**src/rtl/fabric_add_tag_mux.sv**
```systemverilog
// fabric_add_tag_mux
// Merges NUM_IN untagged producer channels onto one tagged output link.
// Each channel gets its own tag from cfg_data. A round-robin arbiter picks
// one valid channel per cycle, and a single output register holds the beat.
// Optional feature: define FABRIC_ADD_TAG_MUX_DUP_CHECK_EN to build a sticky
// duplicate-tag detector on err_dup_tag. Without it, err_dup_tag is tied low.
module fabric_add_tag_mux #(
    parameter int NUM_IN     = 4,
    parameter int DATA_WIDTH = 32,
    parameter int TAG_WIDTH  = 4,
    localparam int IN_PW        = (DATA_WIDTH > 0) ? DATA_WIDTH : 1,
    localparam int OUT_PW       = DATA_WIDTH + TAG_WIDTH,
    localparam int CONFIG_WIDTH = NUM_IN * TAG_WIDTH
) (
    input  logic                       clk,
    input  logic                       rst_n,
    input  logic [NUM_IN-1:0]          in_valid,
    output logic [NUM_IN-1:0]          in_ready,
    input  logic [NUM_IN*IN_PW-1:0]    in_data,
    output logic                       out_valid,
    input  logic                       out_ready,
    output logic [OUT_PW-1:0]          out_data,
    input  logic [CONFIG_WIDTH-1:0]    cfg_data,
    output logic                       err_dup_tag
);

    localparam int PTR_W = (NUM_IN > 1) ? $clog2(NUM_IN) : 1;

    // ------------------------------------------------------------------
    // Elaboration-time parameter checks
    // ------------------------------------------------------------------
    generate
        if (NUM_IN < 2) begin : g_chk_num_in
            $fatal(1, "COMP_ADD_TAG_MUX_NUM_IN: NUM_IN must be >= 2");
        end
        if (TAG_WIDTH < 1) begin : g_chk_tag_width
            $fatal(1, "COMP_ADD_TAG_MUX_TAG_WIDTH: TAG_WIDTH must be >= 1");
        end
        if (DATA_WIDTH < 0) begin : g_chk_data_width
            $fatal(1, "COMP_ADD_TAG_MUX_DATA_WIDTH: DATA_WIDTH must be >= 0");
        end
    endgenerate

    // ------------------------------------------------------------------
    // State
    // ------------------------------------------------------------------
    logic                 out_valid_reg;
    logic [OUT_PW-1:0]    out_data_reg;
    logic [PTR_W-1:0]     rr_ptr_reg;
    logic [PTR_W-1:0]     rr_ptr_next;

    // ------------------------------------------------------------------
    // Handshake qualifiers
    // ------------------------------------------------------------------
    logic load_en;
    logic gnt_any;
    logic accept;

    assign load_en = !out_valid_reg || out_ready;
    assign gnt_any = |in_valid;
    assign accept  = load_en && gnt_any;

    // ------------------------------------------------------------------
    // Round-robin arbiter
    // Requests at or above rr_ptr win first (lowest index among them).
    // If none of those are valid, the search wraps to the lowest valid
    // index overall. The lowest set bit comes from the x & -x identity.
    // ------------------------------------------------------------------
    logic [NUM_IN-1:0] upper_mask;
    logic [NUM_IN-1:0] masked_req;
    logic [NUM_IN-1:0] masked_oh;
    logic [NUM_IN-1:0] full_oh;
    logic [NUM_IN-1:0] grant_oh;

    generate
        for (genvar gi = 0; gi < NUM_IN; gi++) begin : g_mask
            assign upper_mask[gi] = !(PTR_W'(gi) < rr_ptr_reg);
        end
    endgenerate

    assign masked_req = in_valid & upper_mask;
    assign masked_oh  = masked_req & (~masked_req + NUM_IN'(1));
    assign full_oh    = in_valid & (~in_valid + NUM_IN'(1));
    assign grant_oh   = (|masked_req) ? masked_oh : full_oh;

    // ------------------------------------------------------------------
    // One-hot grant to binary index, and the tagged word of the winner.
    // Both are built as OR chains, so only the granted channel contributes.
    // ------------------------------------------------------------------
    logic [NUM_IN:0][PTR_W-1:0]  idx_chain;
    logic [NUM_IN:0][OUT_PW-1:0] word_chain;
    logic [NUM_IN-1:0][OUT_PW-1:0] chan_word;
    logic [PTR_W-1:0]            grant_idx;
    logic [OUT_PW-1:0]           grant_word;

    assign idx_chain[0]  = '0;
    assign word_chain[0] = '0;

    generate
        for (genvar gi = 0; gi < NUM_IN; gi++) begin : g_chan
            if (DATA_WIDTH > 0) begin : g_payload
                assign chan_word[gi] = {cfg_data[gi*TAG_WIDTH +: TAG_WIDTH],
                                        in_data[gi*IN_PW +: IN_PW]};
            end else begin : g_tag_only
                // Payload-less link: the beat carries just the source tag.
                assign chan_word[gi] = cfg_data[gi*TAG_WIDTH +: TAG_WIDTH];
            end

            assign idx_chain[gi+1]  = idx_chain[gi]
                                    | (grant_oh[gi] ? PTR_W'(gi) : '0);
            assign word_chain[gi+1] = word_chain[gi]
                                    | (grant_oh[gi] ? chan_word[gi] : '0);
        end
    endgenerate

    assign grant_idx  = idx_chain[NUM_IN];
    assign grant_word = word_chain[NUM_IN];

    // Pointer moves to the channel just after the winner, wrapping at NUM_IN-1.
    assign rr_ptr_next = (grant_idx == PTR_W'(NUM_IN - 1)) ? '0
                       : grant_idx + PTR_W'(1);

    // Only the granted channel sees ready, and never while reset is held.
    assign in_ready = grant_oh & {NUM_IN{accept && rst_n}};

    // ------------------------------------------------------------------
    // Output register: load on accept, drop valid on an idle drain,
    // and hold everything (including the sampled tag) while stalled.
    // ------------------------------------------------------------------
    always_ff @(posedge clk or negedge rst_n) begin
        if (!rst_n) begin
            out_valid_reg <= 1'b0;
            out_data_reg  <= '0;
            rr_ptr_reg    <= '0;
        end else if (load_en) begin
            out_valid_reg <= gnt_any;
            if (gnt_any) begin
                out_data_reg <= grant_word;
                rr_ptr_reg   <= rr_ptr_next;
            end
        end
    end

    assign out_valid = out_valid_reg;
    assign out_data  = out_data_reg;

    // ------------------------------------------------------------------
    // Duplicate-tag detector
    // Every unordered channel pair is compared. Only the upper triangle
    // is live; the rest is tied low, so each pair is counted once.
    // ------------------------------------------------------------------
`ifdef FABRIC_ADD_TAG_MUX_DUP_CHECK_EN
    logic [NUM_IN-1:0][NUM_IN-1:0] dup_pair;
    logic                          dup_any;
    logic                          err_reg;

    generate
        for (genvar gi = 0; gi < NUM_IN; gi++) begin : g_dup_row
            for (genvar gj = 0; gj < NUM_IN; gj++) begin : g_dup_col
                if (gj > gi) begin : g_cmp
                    assign dup_pair[gi][gj] =
                        (cfg_data[gi*TAG_WIDTH +: TAG_WIDTH] ==
                         cfg_data[gj*TAG_WIDTH +: TAG_WIDTH]);
                end else begin : g_none
                    assign dup_pair[gi][gj] = 1'b0;
                end
            end
        end
    endgenerate

    assign dup_any = |dup_pair;

    // Sticky error: once any two channels share a tag, stay set until reset.
    always_ff @(posedge clk or negedge rst_n) begin
        if (!rst_n) begin
            err_reg <= 1'b0;
        end else if (dup_any) begin
            err_reg <= 1'b1;
        end
    end

    assign err_dup_tag = err_reg;
`else
    assign err_dup_tag = 1'b0;
`endif

endmodule

```
**config.mk**
```make
export PLATFORM = sky130hd
export DESIGN_NAME = fabric_add_tag_mux
export DESIGN_NICKNAME = d
export VERILOG_FILES = /design/src/rtl/fabric_add_tag_mux.sv
export SDC_FILE = /design/constraint.sdc
export NUM_CORES = 1
export LEC_CHECK = 0
export ABC_AREA = 1
export BUFFER_PORTS_ARGS = -buffer_cell sky130_fd_sc_hd__buf_2
export CORE_UTILIZATION = 30
export DETAILED_ROUTE_END_ITERATION = 8
export PLACE_DENSITY = 0.62
export SKIP_LAST_GASP = 1
export SLEW_MARGIN = 0
export SYNTH_ARGS = -nofsm -noshare
export SYNTH_HDL_FRONTEND = slang
export SYNTH_SLANG_ARGS = --single-unit
```
**constraint.sdc**
```tcl
create_clock -name clk -period 3.3 [get_ports clk]
set_input_delay 0 -clock clk [delete_from_list [all_inputs] [get_ports clk]]
set_output_delay 0 -clock clk [all_outputs]
set_load 0.1 [all_outputs]
```
; ---- Yosys cells after proc, flatten, opt, wreduce, memory -nomap -nowiden
; Cells that the tools add are included.
[word_totals]
reg_bits = 39
input_bits = 151
output_inout_bits = 42
wordCells = 42
[op_classes]
addsub = 3
order_cmp = 4
eq_ne = 1
mux = 9
bitwise_logic = 11
reduce_logical = 11
[ops]
columns = op, n
row1 = 36-bit 2-to-1 mux, 4
row2 = 36-bit bitwise OR, 3
row3 = 4-bit bitwise AND, 4
row4 = "4-bit by 1-bit adder with 4-bit output, second input constant", 2
row5 = 4-bit NOT, 2
row6 = 4-bit OR reduction, 2
row7 = 2-bit 2-to-1 mux, 3
row8 = 1-bit logical NOT, 5
row9 = "1-bit by 2-bit less-than comparator with 1-bit output, first input constant", 2
row10 = "2-bit less-than comparator, first input constant", 2
row11 = 4-bit 2-to-1 mux, 1
row12 = "2-bit by 1-bit adder with 2-bit output, second input constant", 1
row13 = "2-bit == test, second input constant", 1
row14 = 1-bit logical AND, 2
row15 = 1-bit by 2-bit bitwise OR with 2-bit output, 1
row16 = 2-bit bitwise OR, 1
row17 = 2-bit AND reduction, 1
row18 = 1-bit logical OR, 1
row19 = 1-bit 2-to-1 mux, 1

; ---- Depth between registers and ports, before layout
; Gate-level depths: netlist (run 1).
[logic_depth]
ltp_word = 12
depth_mapped = 9
ltp_nobuf = 8

; ---- Least setup slack after synthesis (run 1)
; OpenSTA, ideal clock, no wires.
[synth_timing]
path_type = reg-to-output
from = register out_valid_reg, in the netlist out_valid
to = output in_ready[0]
arrival_ns = 2.927
required_time_ns = 3.300
setup_slack_ns = 0.373
path_stages_with_launch = 7
n_path_buf = 2
cell_sequence = dfrtp_1 -> nand2_1 -> and2_1 -> buf_2 -> buf_2 -> nand2_1 -> a21oi_1
[synth_via]
elab_chain_len = 5
[synth_lines]
columns = element, line
row1 = "start, declared", 47  ; logic out_valid_reg;
row2 = "start signal, assigned", 136  ; out_valid_reg <= gnt_any;
row3 = 1-bit logical NOT, 59  ; assign load_en = !out_valid_reg || out_ready;
row4 = 1-bit logical OR, 59
row5 = 1-bit logical AND, 61  ; assign accept = load_en && gnt_any;
row6 = 1-bit logical AND, 124  ; assign in_ready = grant_oh & {NUM_IN{accept && rst_n}};
row7 = 4-bit bitwise AND, 124
row8 = "end, declared", 18  ; output logic [NUM_IN-1:0] in_ready,
; No other way between the ends.

; ---- Worst setup path after layout (run 1)
[layout_timing]
from = register rr_ptr_reg[1]
to = output in_ready[1]
[layout_via]
elab_chain_len = 8
word_cells_on_any_way = 15
cone_classes = add/sub: 1 / order compare: 4 / mux: 1 / bitwise: 4 / reduce/logical: 5
[layout_lines]
columns = element, line
row1 = "start, declared", 49  ; logic [PTR_W-1:0] rr_ptr_reg;
row2 = "start signal, assigned", 139  ; rr_ptr_reg <= rr_ptr_next;
row3 = 1-bit by 2-bit less-than comparator with 1-bit output, 77  ; assign upper_mask[gi] = !(PTR_W'(gi) < rr_ptr_reg);
row4 = 1-bit logical NOT, 77
row5 = 4-bit bitwise AND *, 81  ; assign masked_req = in_valid & upper_mask;
row6 = 4-bit NOT, 82  ; assign masked_oh = masked_req & (~masked_req + NUM_IN'(1));
row7 = 4-bit by 1-bit adder with 4-bit output, 82
row8 = 4-bit bitwise AND, 82
row9 = 4-bit 2-to-1 mux *, 84  ; assign grant_oh = (|masked_req) ? masked_oh : full_oh;
row10 = 4-bit bitwise AND *, 124
; Mark *: on every way between the ends. The rest lies on a longest branch, timed or not.

==> PnR_summary.wiki, run 1 <==
{| class="wikitable"
! Metric !! Value
|-
| Buffer cell driving the clock tree root || sky130_fd_sc_hd__clkbuf_8
|-
| Maximum number of pins on one net before global-route repair || 41
|-
| Flop and latch count out of synthesis || 39
|-
| Longest Clk Path Bufs || 2
|-
| Number of levels the H-tree was split into || 2
|-
| Worst EP arrival || roughly 2300 ps
|-
| Count of port buffers added during placement || 191
|-
| Peak supply drop || about 340 uV
|-
| Start point of the worst min-delay path || in_data[23]
|-
| PwrDens || between 700 and 800 nW/um^2
|-
| FF-to-FF Start || rr_ptr_reg[1]
|-
| Sum Neg Setup Slack || 0 ps
|-
| Effective utilization at floorplan || 0.314
|-
| Number of max-capacitance violations reported || 0
|-
| GPL Wtd Cong || slightly above 0.8
|-
| Synthesized netlist cell count || 440
|-
| HP Class || in2reg
|-
| Proportion of netlist area held by the largest area contributor || 0.353
|-
| Req. time, crit path || 3300 ps
|-
| Post-layout min period || about 2300 ps
|-
| Final Hold Fails || 0
|-
| X dimension of the die || around 100 um
|-
| Leakage power total || approximately 2.1 nW
|-
| Slowest stage cell, crit path || sky130_fd_sc_hd__nand2_2
|-
| Syn-to-layout area delta || 38.6%
|-
| Site row count || 34
|-
| Antenna violations before repair || 0
|-
| DRC violations left || 15
|-
| # setup viols final || 0
|-
| Finished Layout Cells || 722
|-
| Clock-pin slew on the worst setup and hold paths || roughly 70 ps
|-
| Warning count from the yosys run || 0
|-
| Cell family contributing the most delay on the critical path || simple AND/OR/NAND/NOR gates
|-
| Number of flip-flops in the largest register || 36
|-
| CP bufs+invs || 1
|-
| Syn_nets || slightly below 600
|-
| Actual slew at the worst max-slew pin || 737 ps
|-
| RSZ-0062 raised after global routing || false
|-
| Area enclosed by the die boundary || slightly below 10000 um^2
|-
| Switch share || 0.618
|-
| Biggest area contributors in the synthesized netlist || sky130_fd_sc_hd__dfrtp_1, sky130_fd_sc_hd__nand3_1, sky130_fd_sc_hd__nor2_1
|-
| Overall via count from detail_route || ~3600
|-
| Result of the run || complete, but fails checks
|-
| Internal cell power || 1.12 mW
|-
| Top cells by count, synth || sky130_fd_sc_hd__nand3_1, sky130_fd_sc_hd__nor2_1, sky130_fd_sc_hd__nand2_1
|-
| Fraction of layout cells with a size suffix above 1 || 0.342
|-
| Sequential-to-total area share from yosys stat || 0.353
|-
| Terminus of the critical flop-to-flop path || out_data[11]
|-
| CP Depth || 7
|-
| Async set-reset flop share out of synthesis || 1.00
|-
| I/O pin count || about 190
|-
| Number of cells traversed by the worst hold path || 5
|-
| Sequential fraction of design power || 0.235
|-
| Core outline area || roughly 9000 um^2
|-
| CP max FO || 37
|-
| Post-synthesis share of cell area spent on and, or, nand and nor gates || 0.552
|-
| Top achievable clock speed || about 430 MHz
|-
| Clock tree from TritonCTS || built
|-
| Total routed wirelength || 9320 um
|-
| Worst Path Class, Setup || reg2out
|-
| HPWL after detailed placement || between 6000 and 7000 um
|-
| Total setup buffers inserted after CTS || 0
|-
| Die Height || 98.0 um
|-
| Violation count after the first detailed-routing iteration || 136
|-
| Number of nets in the layout || roughly 770
|-
| Main combinational cell family by area after synthesis || simple AND/OR/NAND/NOR gates
|-
| TritonCTS Buffers || 5
|-
| Cell area after synthesis || around 2800 um^2
|-
| Switching Power || ~1.8 mW
|-
| Clk_skew || a little under 8 ps
|-
| Primary flip-flop cell chosen by synthesis mapping || sky130_fd_sc_hd__dfrtp_1
|-
| Kind of launch point of the worst setup path || flip-flop
|-
| Netlist cell types || 16
|-
| Placed insts || about 710
|-
| Multiplexer area fraction after synthesis || 0
|-
| Drt via density || between 4 and 5
|-
| Relative slew slack || 0.507
|-
| Top cell type by total area after synthesis || sky130_fd_sc_hd__dfrtp_1
|-
| Share of synthesized cell area in full adder, half adder and majority cells || 0
|-
| Vias in the first global route || about 3300
|-
| Clock latency at the later pin of the worst-skew pair || 280 ps
|-
| Final worst-path cycle share || 0.704
|-
| Xor and xnor area share after synthesis || 0
|-
| Combinational Power Share || 0.666
|-
| Worst hold path endpoint || out_data[23]
|-
| Wire length of the first global-routing pass || roughly 15000 um
|-
| Worst path max stage delay || 550 ps
|-
| Number of synthesized flops with an enable pin || 0
|-
| FF-to-FF path depth || 7
|-
| Worst Setup End Kind || output pin
|-
| Final Slew Violations || 0
|-
| Cell repeated most along the worst path || sky130_fd_sc_hd__nand2_1
|-
| Violated checks || DRC
|-
| Synth Area in Compound Gates || 0.0145
|-
| GRT Util Overall || 0.195
|-
| Most frequent cell after synthesis || sky130_fd_sc_hd__nand3_1
|-
| GRT overflow || 0
|-
| Remaining antenna violation count after routing || 0
|-
| Relative contribution of the clock network to total power || 0.099
|-
| Worst-case register-to-register setup slack || between 1000 and 1500 ps
|-
| Number of search-and-repair iterations in the first detailed-routing pass || 9
|-
| Ant diodes || 0
|-
| Average cell area after synthesis || roughly 6.3 um^2
|-
| Drt wl/cell || ~13 um
|-
| Ordered list of cells on the worst path || nand2_1 -> nand2_1 -> nand2_1 -> nand2_2 -> nand2_1 -> nor2_1 -> buf_2
|-
| Sinks on the clock net || 39
|}
==> worst max-delay path by stage <==
stage | start | endpoint | slack [ps]
2_1_floorplan | out_valid | in_ready[0] | 370
3_3_place_gp | rr_ptr_reg[1] | in_ready[1] | 1340
3_5_place_dp | rr_ptr_reg[1] | in_ready[1] | 1270
4_1_cts | rr_ptr_reg[1] | in_ready[1] | 950
5_1_grt | rr_ptr_reg[1] | in_ready[1] | 800
6_report | rr_ptr_reg[1] | in_ready[1] | 980
==> worst min-delay path: cells and delay by family <==
kind / cells / cell delay, ps
simple gates: 4 / 200
buf+inv: 1 / 80
==> cells in the final DEF (no fill, tap or decap) <==
master                          Yosys  final
sky130_fd_sc_hd__dfrtp_1           39     39
sky130_fd_sc_hd__nand2_2            2      2
sky130_fd_sc_hd__inv_1              6      6
sky130_fd_sc_hd__dlygate4sd3_1      0      2
sky130_fd_sc_hd__clkbuf_1           3      1
sky130_fd_sc_hd__nor2_1           117    117
sky130_fd_sc_hd__nand3_1          147    147
sky130_fd_sc_hd__a21oi_4            1      3
sky130_fd_sc_hd__nand2_1           89     89
sky130_fd_sc_hd__conb_1             1      1
sky130_fd_sc_hd__buf_4              6      8
sky130_fd_sc_hd__buf_2             21    191
sky130_fd_sc_hd__o21ai_0            1      1
sky130_fd_sc_hd__clkbuf_8           0      5
sky130_fd_sc_hd__a21oi_1            2      1
sky130_fd_sc_hd__and2_2             0      1
==> final cells by class <==
class | instances | area (um^2)
tap | 108 | 135
clock buffer | 6 | 72.6
inverter | 6 | 22.5
multi-input combinational | 362 | 1590
fill | 983 | 4970
sequential | 39 | 976
timing repair buffer | 201 | 1040
==> layer usage <==
metal | wire length, um | global-route usage | vias to the layer above
met4 | 107 | 0.0408 | 0
li1 | - | - | 1783
met3 | 938 | 0.0523 | 9
met2 | 4550 | 0.355 | 169
met1 | 3730 | 0.227 | 1595
met5 | 0 | 0 | -
==> cells by family (layout without fill, tap and decap cells) <==
kind of cell / Yosys count / after routing
and+or+nand+nor: 356 / 356
buffers and inverters: 39 / 213
AOI/OAI and AO/OA: 5 / 5
other: 1 / 1
DFF: 39 / 39
==> metrics by stage <==
step / worst slack, ps / utilization / power [mW] / hold slack (ps) / instance area (um^2)
after floorplan: 373 / - / 2.28 / -296 / 2770
after global placement: 1340 / 0.425 / 2.65 / 101 / 3740
after detailed placement: 1270 / 0.425 / 2.67 / 96.5 / 3740
after CTS: 951 / 0.435 / 2.97 / 23.0 / 3830
after global routing: 799 / 0.435 / 3.12 / 33.7 / 3830
final: 978 / 0.435 / 2.94 / 34.9 / 3830
==> power by group through the flow <==
stage | clock network (mW) | registers [mW] | logic, mW
floorplan | 0 | 1.69 | 0.596
global placement | 0 | 0.697 | 1.96
detailed placement | 0 | 0.700 | 1.97
CTS | 0.310 | 0.693 | 1.97
global route | 0.324 | 0.710 | 2.09
finish | 0.291 | 0.691 | 1.96
==> timing repair <==
action | in CTS | in global routing
hold endpoints to repair | 40 | 0
hold buffers | 2 | 0
gates resized for setup | 0 | 0
Note: power is estimated with default switching activity, not from simulation.
==> run 2: changes to the inputs <==
ABC_AREA = 0   (was 1)
PLACE_DENSITY = 0.69   (was 0.62)
clock period = 2 ns   (was 3.3 ns; I/O delays follow)
==> PnR_summary.wiki, run 2 <==
{| class="wikitable"
! Metric !! Value
|-
| Result of the run || completed
|-
| Sum Neg Setup Slack || 0 ps (unchanged)
|-
| Number of levels the H-tree was split into || 2 (unchanged)
|-
| Ordered list of cells on the worst path || inv_1 -> o21ai_0 -> o211a_1 -> buf_4 -> and3_2 -> buf_12
|-
| GRT Util Overall || 0.226 (+0.0316)
|-
| Leading cell types in the layout, fill and taps excluded || sky130_fd_sc_hd__buf_2, sky130_fd_sc_hd__nor2_1, sky130_fd_sc_hd__dlygate4sd3_1, sky130_fd_sc_hd__dfrtp_1
|-
| Synth Area in Compound Gates || 0.313 (+0.299)
|-
| Ant diodes || 0 (unchanged)
|-
| Number of max-capacitance violations reported || 0 (unchanged)
|-
| Warning count from the yosys run || 0 (unchanged)
|-
| Remaining antenna violation count after routing || 0 (unchanged)
|-
| CP max FO || 16 (-57%)
|-
| Worst Setup End Kind || output pin
|-
| Drt via density || 5.19 (+5.4%)
|-
| Proportion of netlist area held by the largest area contributor || 0.456 (+0.103)
|-
| Sequential-to-total area share from yosys stat || 0.456 (+0.103)
|-
| Cell area after synthesis || 2140 um^2 (-23%)
|-
| Worst Path Class, Setup || reg2out
|-
| Post-synthesis share of cell area spent on and, or, nand and nor gates || 0.155 (-0.397)
|-
| Multiplexer area fraction after synthesis || 0.00526 (+0.00526)
|-
| Buffer cell driving the clock tree root || sky130_fd_sc_hd__clkbuf_8
|-
| Core outline area || 6830 um^2 (-22%)
|-
| Effective utilization at floorplan || 0.313 (-0.000640)
|-
| Number of flip-flops in the largest register || 36 (unchanged)
|-
| RSZ-0062 raised after global routing || false
|-
| Vias in the first global route || 2834 (-15%)
|-
| Number of search-and-repair iterations in the first detailed-routing pass || 9 (unchanged)
|-
| DRC violations left || 0 (-15)
|-
| Peak supply drop || 535 uV (+56%)
|-
| Flop and latch count out of synthesis || 39 (unchanged)
|-
| GRT overflow || 0 (unchanged)
|-
| Longest Clk Path Bufs || 2 (unchanged)
|-
| Actual slew at the worst max-slew pin || 632 ps (-105 ps)
|-
| Async set-reset flop share out of synthesis || 1.00 (unchanged)
|-
| Cell family contributing the most delay on the critical path || buffers and inverters
|-
| Syn-to-layout area delta || 73.5%
|-
| TritonCTS Buffers || 5 (unchanged)
|-
| HP Class || in2reg
|-
| Biggest area contributors in the synthesized netlist || sky130_fd_sc_hd__dfrtp_1, sky130_fd_sc_hd__a222oi_1, sky130_fd_sc_hd__a31oi_1
|-
| Netlist cell types || 22 (+6)
|-
| Relative slew slack || 0.575 (+0.0679)
|-
| Fin Hold WS || 34.7 ps (-0.154 ps)
|-
| HPWL after detailed placement || 5930 um (-13%)
|-
| Count of port buffers added during placement || 191 (unchanged)
|-
| Violation count after the first detailed-routing iteration || 218 (+60%)
|-
| Antenna violations before repair || 0 (unchanged)
|-
| Clock-pin slew on the worst setup and hold paths || 80 ps (about the same)
|-
| Worst path max stage delay || 440 ps (-110 ps)
|-
| # setup viols final || 0 (unchanged)
|-
| Kind of launch point of the worst setup path || flip-flop
|-
| Main combinational cell family by area after synthesis || compound AO/OA/AOI/OAI gates
|-
| Post-layout min period || approximately 1800 ps
|-
| Xor and xnor area share after synthesis || 0 (unchanged)
|-
| CP bufs+invs || 3 (+2)
|-
| Final Hold Fails || 0 (unchanged)
|-
| Overall via count from detail_route || 2891 (-19%)
|-
| Total setup buffers inserted after CTS || 0 (unchanged)
|-
| I/O pin count || 193 (unchanged)
|-
| Area of placed instances || 3240 um^2 (-13%)
|-
| Average cell area after synthesis || 8.96 um^2 (+43%)
|-
| Final Slew Violations || 0 (unchanged)
|-
| Top cells by count, synth || sky130_fd_sc_hd__dfrtp_1, sky130_fd_sc_hd__nor2_1, sky130_fd_sc_hd__a222oi_1, sky130_fd_sc_hd__a31oi_1, sky130_fd_sc_hd__nand2_1
|-
| Fraction of layout cells with a size suffix above 1 || 0.469 (+0.127)
|-
| Area enclosed by the die boundary || 7480 um^2 (-22%)
|-
| Share of synthesized cell area in full adder, half adder and majority cells || 0 (unchanged)
|-
| Leakage power total || 1.80 nW (-15%)
|-
| Core Util, Final || 0.544 (+0.108)
|-
| Primary flip-flop cell chosen by synthesis mapping || sky130_fd_sc_hd__dfrtp_1
|-
| Syn_nets || 390 (-34%)
|-
| Number of synthesized flops with an enable pin || 0 (unchanged)
|-
| Number of nets in the layout || 612 (-20%)
|-
| Synthesized netlist cell count || 239 (-46%)
|-
| Worst EP arrival || 1850 ps (-470 ps)
|-
| Most common cell after layout, fill and taps aside || sky130_fd_sc_hd__buf_2
|-
| GPL Wtd Cong || 0.781 (-3.9%)
|-
| Top cell type by total area after synthesis || sky130_fd_sc_hd__dfrtp_1
|-
| Top achievable clock speed || 541 MHz
|-
| PwrDens || 1090 nW/um^2 (+41%)
|-
| Most frequent cell after synthesis || sky130_fd_sc_hd__dfrtp_1
|-
| Clock tree from TritonCTS || built
|-
| Slowest stage cell, crit path || sky130_fd_sc_hd__dfrtp_1
|-
| Sinks on the clock net || 39 (unchanged)
|-
| Die Height || 86.5 um (-12%)
|-
| Maximum number of pins on one net before global-route repair || 42 (+2.4%)
|-
| Final worst-path cycle share || 0.924
|-
| Finished layout cell area || 3710 um^2 (-3.1%)
|-
| Clock latency at the later pin of the worst-skew pair || 280 ps (about the same)
|-
| Req. time, crit path || 2000 ps (-1300 ps)
|-
| Total routed wirelength || 8440 um (-9.5%)
|-
| X dimension of the die || 86.5 um (-12%)
|-
| Drt wl/cell || 15.1 um (+17%)
|-
| Wire length of the first global-routing pass || 13300 um (-14%)
|-
| Clk_skew || 4.73 ps (-2.98 ps)
|-
| Site row count || 30 (-12%)
|}
==> run 2: cell types whose count changed after synthesis, sizes merged, moves of 17 or more <==
cell | previous run | this run
nor2 | 117 | 38
a222oi | 0 | 36
nand3 | 147 | 0
buf | 30 | 13
nand2 | 91 | 36
a31oi | 0 | 36
==> run 2: worst reg2reg max path, stage by stage (launching register included) <==
cell,delay (ps)
sky130_fd_sc_hd__dfrtp_2,450
sky130_fd_sc_hd__inv_1,120
sky130_fd_sc_hd__nor2_1,60
sky130_fd_sc_hd__o31a_1,290
sky130_fd_sc_hd__buf_4,220
sky130_fd_sc_hd__a222oi_1,420
sky130_fd_sc_hd__a31oi_1,140
==> run 2: timing repair <==
action                     in CTS  in global routing
gates resized for setup         0                  1
hold buffers                   38                  0
hold endpoints to repair       55                  0
setup endpoints to repair       0                  2
==> run 2: metal layers <==
layer,vias up,global-route usage,wire length [um]
met5,-,0,0
met1,1336,0.250,3190
met2,164,0.428,4430
li1,1376,-,-
met4,0,0.0803,133
met3,15,0.0448,676
==> run 2: worst paths after layout <==
path,start,endpoint,slack (ps),cells after the start
min reg2reg,out_data[0],out_data[0],550,2
min,in_data[45],out_data[13],30,3
min in group asynchronous,rst_n,out_data[3],240,2
max reg2reg,rr_ptr_reg[1],out_data[16],170,6
max in group asynchronous,rst_n,out_data[28],1090,3
max,rr_ptr_reg[0],in_ready[3],150,6
==> run 2: stage by stage <==
step	power (mW)	setup WS [ps]	instances
floorplan	2.92	56.5	239
global placement	3.41	224	512
detailed placement	3.44	172	512
finish	4.03	151	557
global route	4.23	32.2	557
CTS	4.06	95.6	557
==> run 2: final cells by class <==
cell class / instances / area (um^2)
Clock buffer: 6 / 82.6
Clock inverter: 1 / 5.00
Fill cell: 652 / 3120
Inverter: 4 / 15.0
Multi-Input combinational cell: 171 / 1030
Sequential cell: 39 / 977
Tap cell: 96 / 120
Timing Repair Buffer: 240 / 1480
==> run 2: logic make-up (layout without fill, tap and decap cells) <==
logic type	Yosys count	count (layout)
AO/OA/AOI/OAI	86	86
AND/OR/NAND/NOR	83	83
flip-flops	39	39
buffers and inverters	29	251
other	1	1
multiplexers	1	1
==> run 2: power breakdown <==
group          internal [mW]  switching, mW
sequential             0.971          0.105
combinational          0.557           1.85
clock                  0.271          0.272
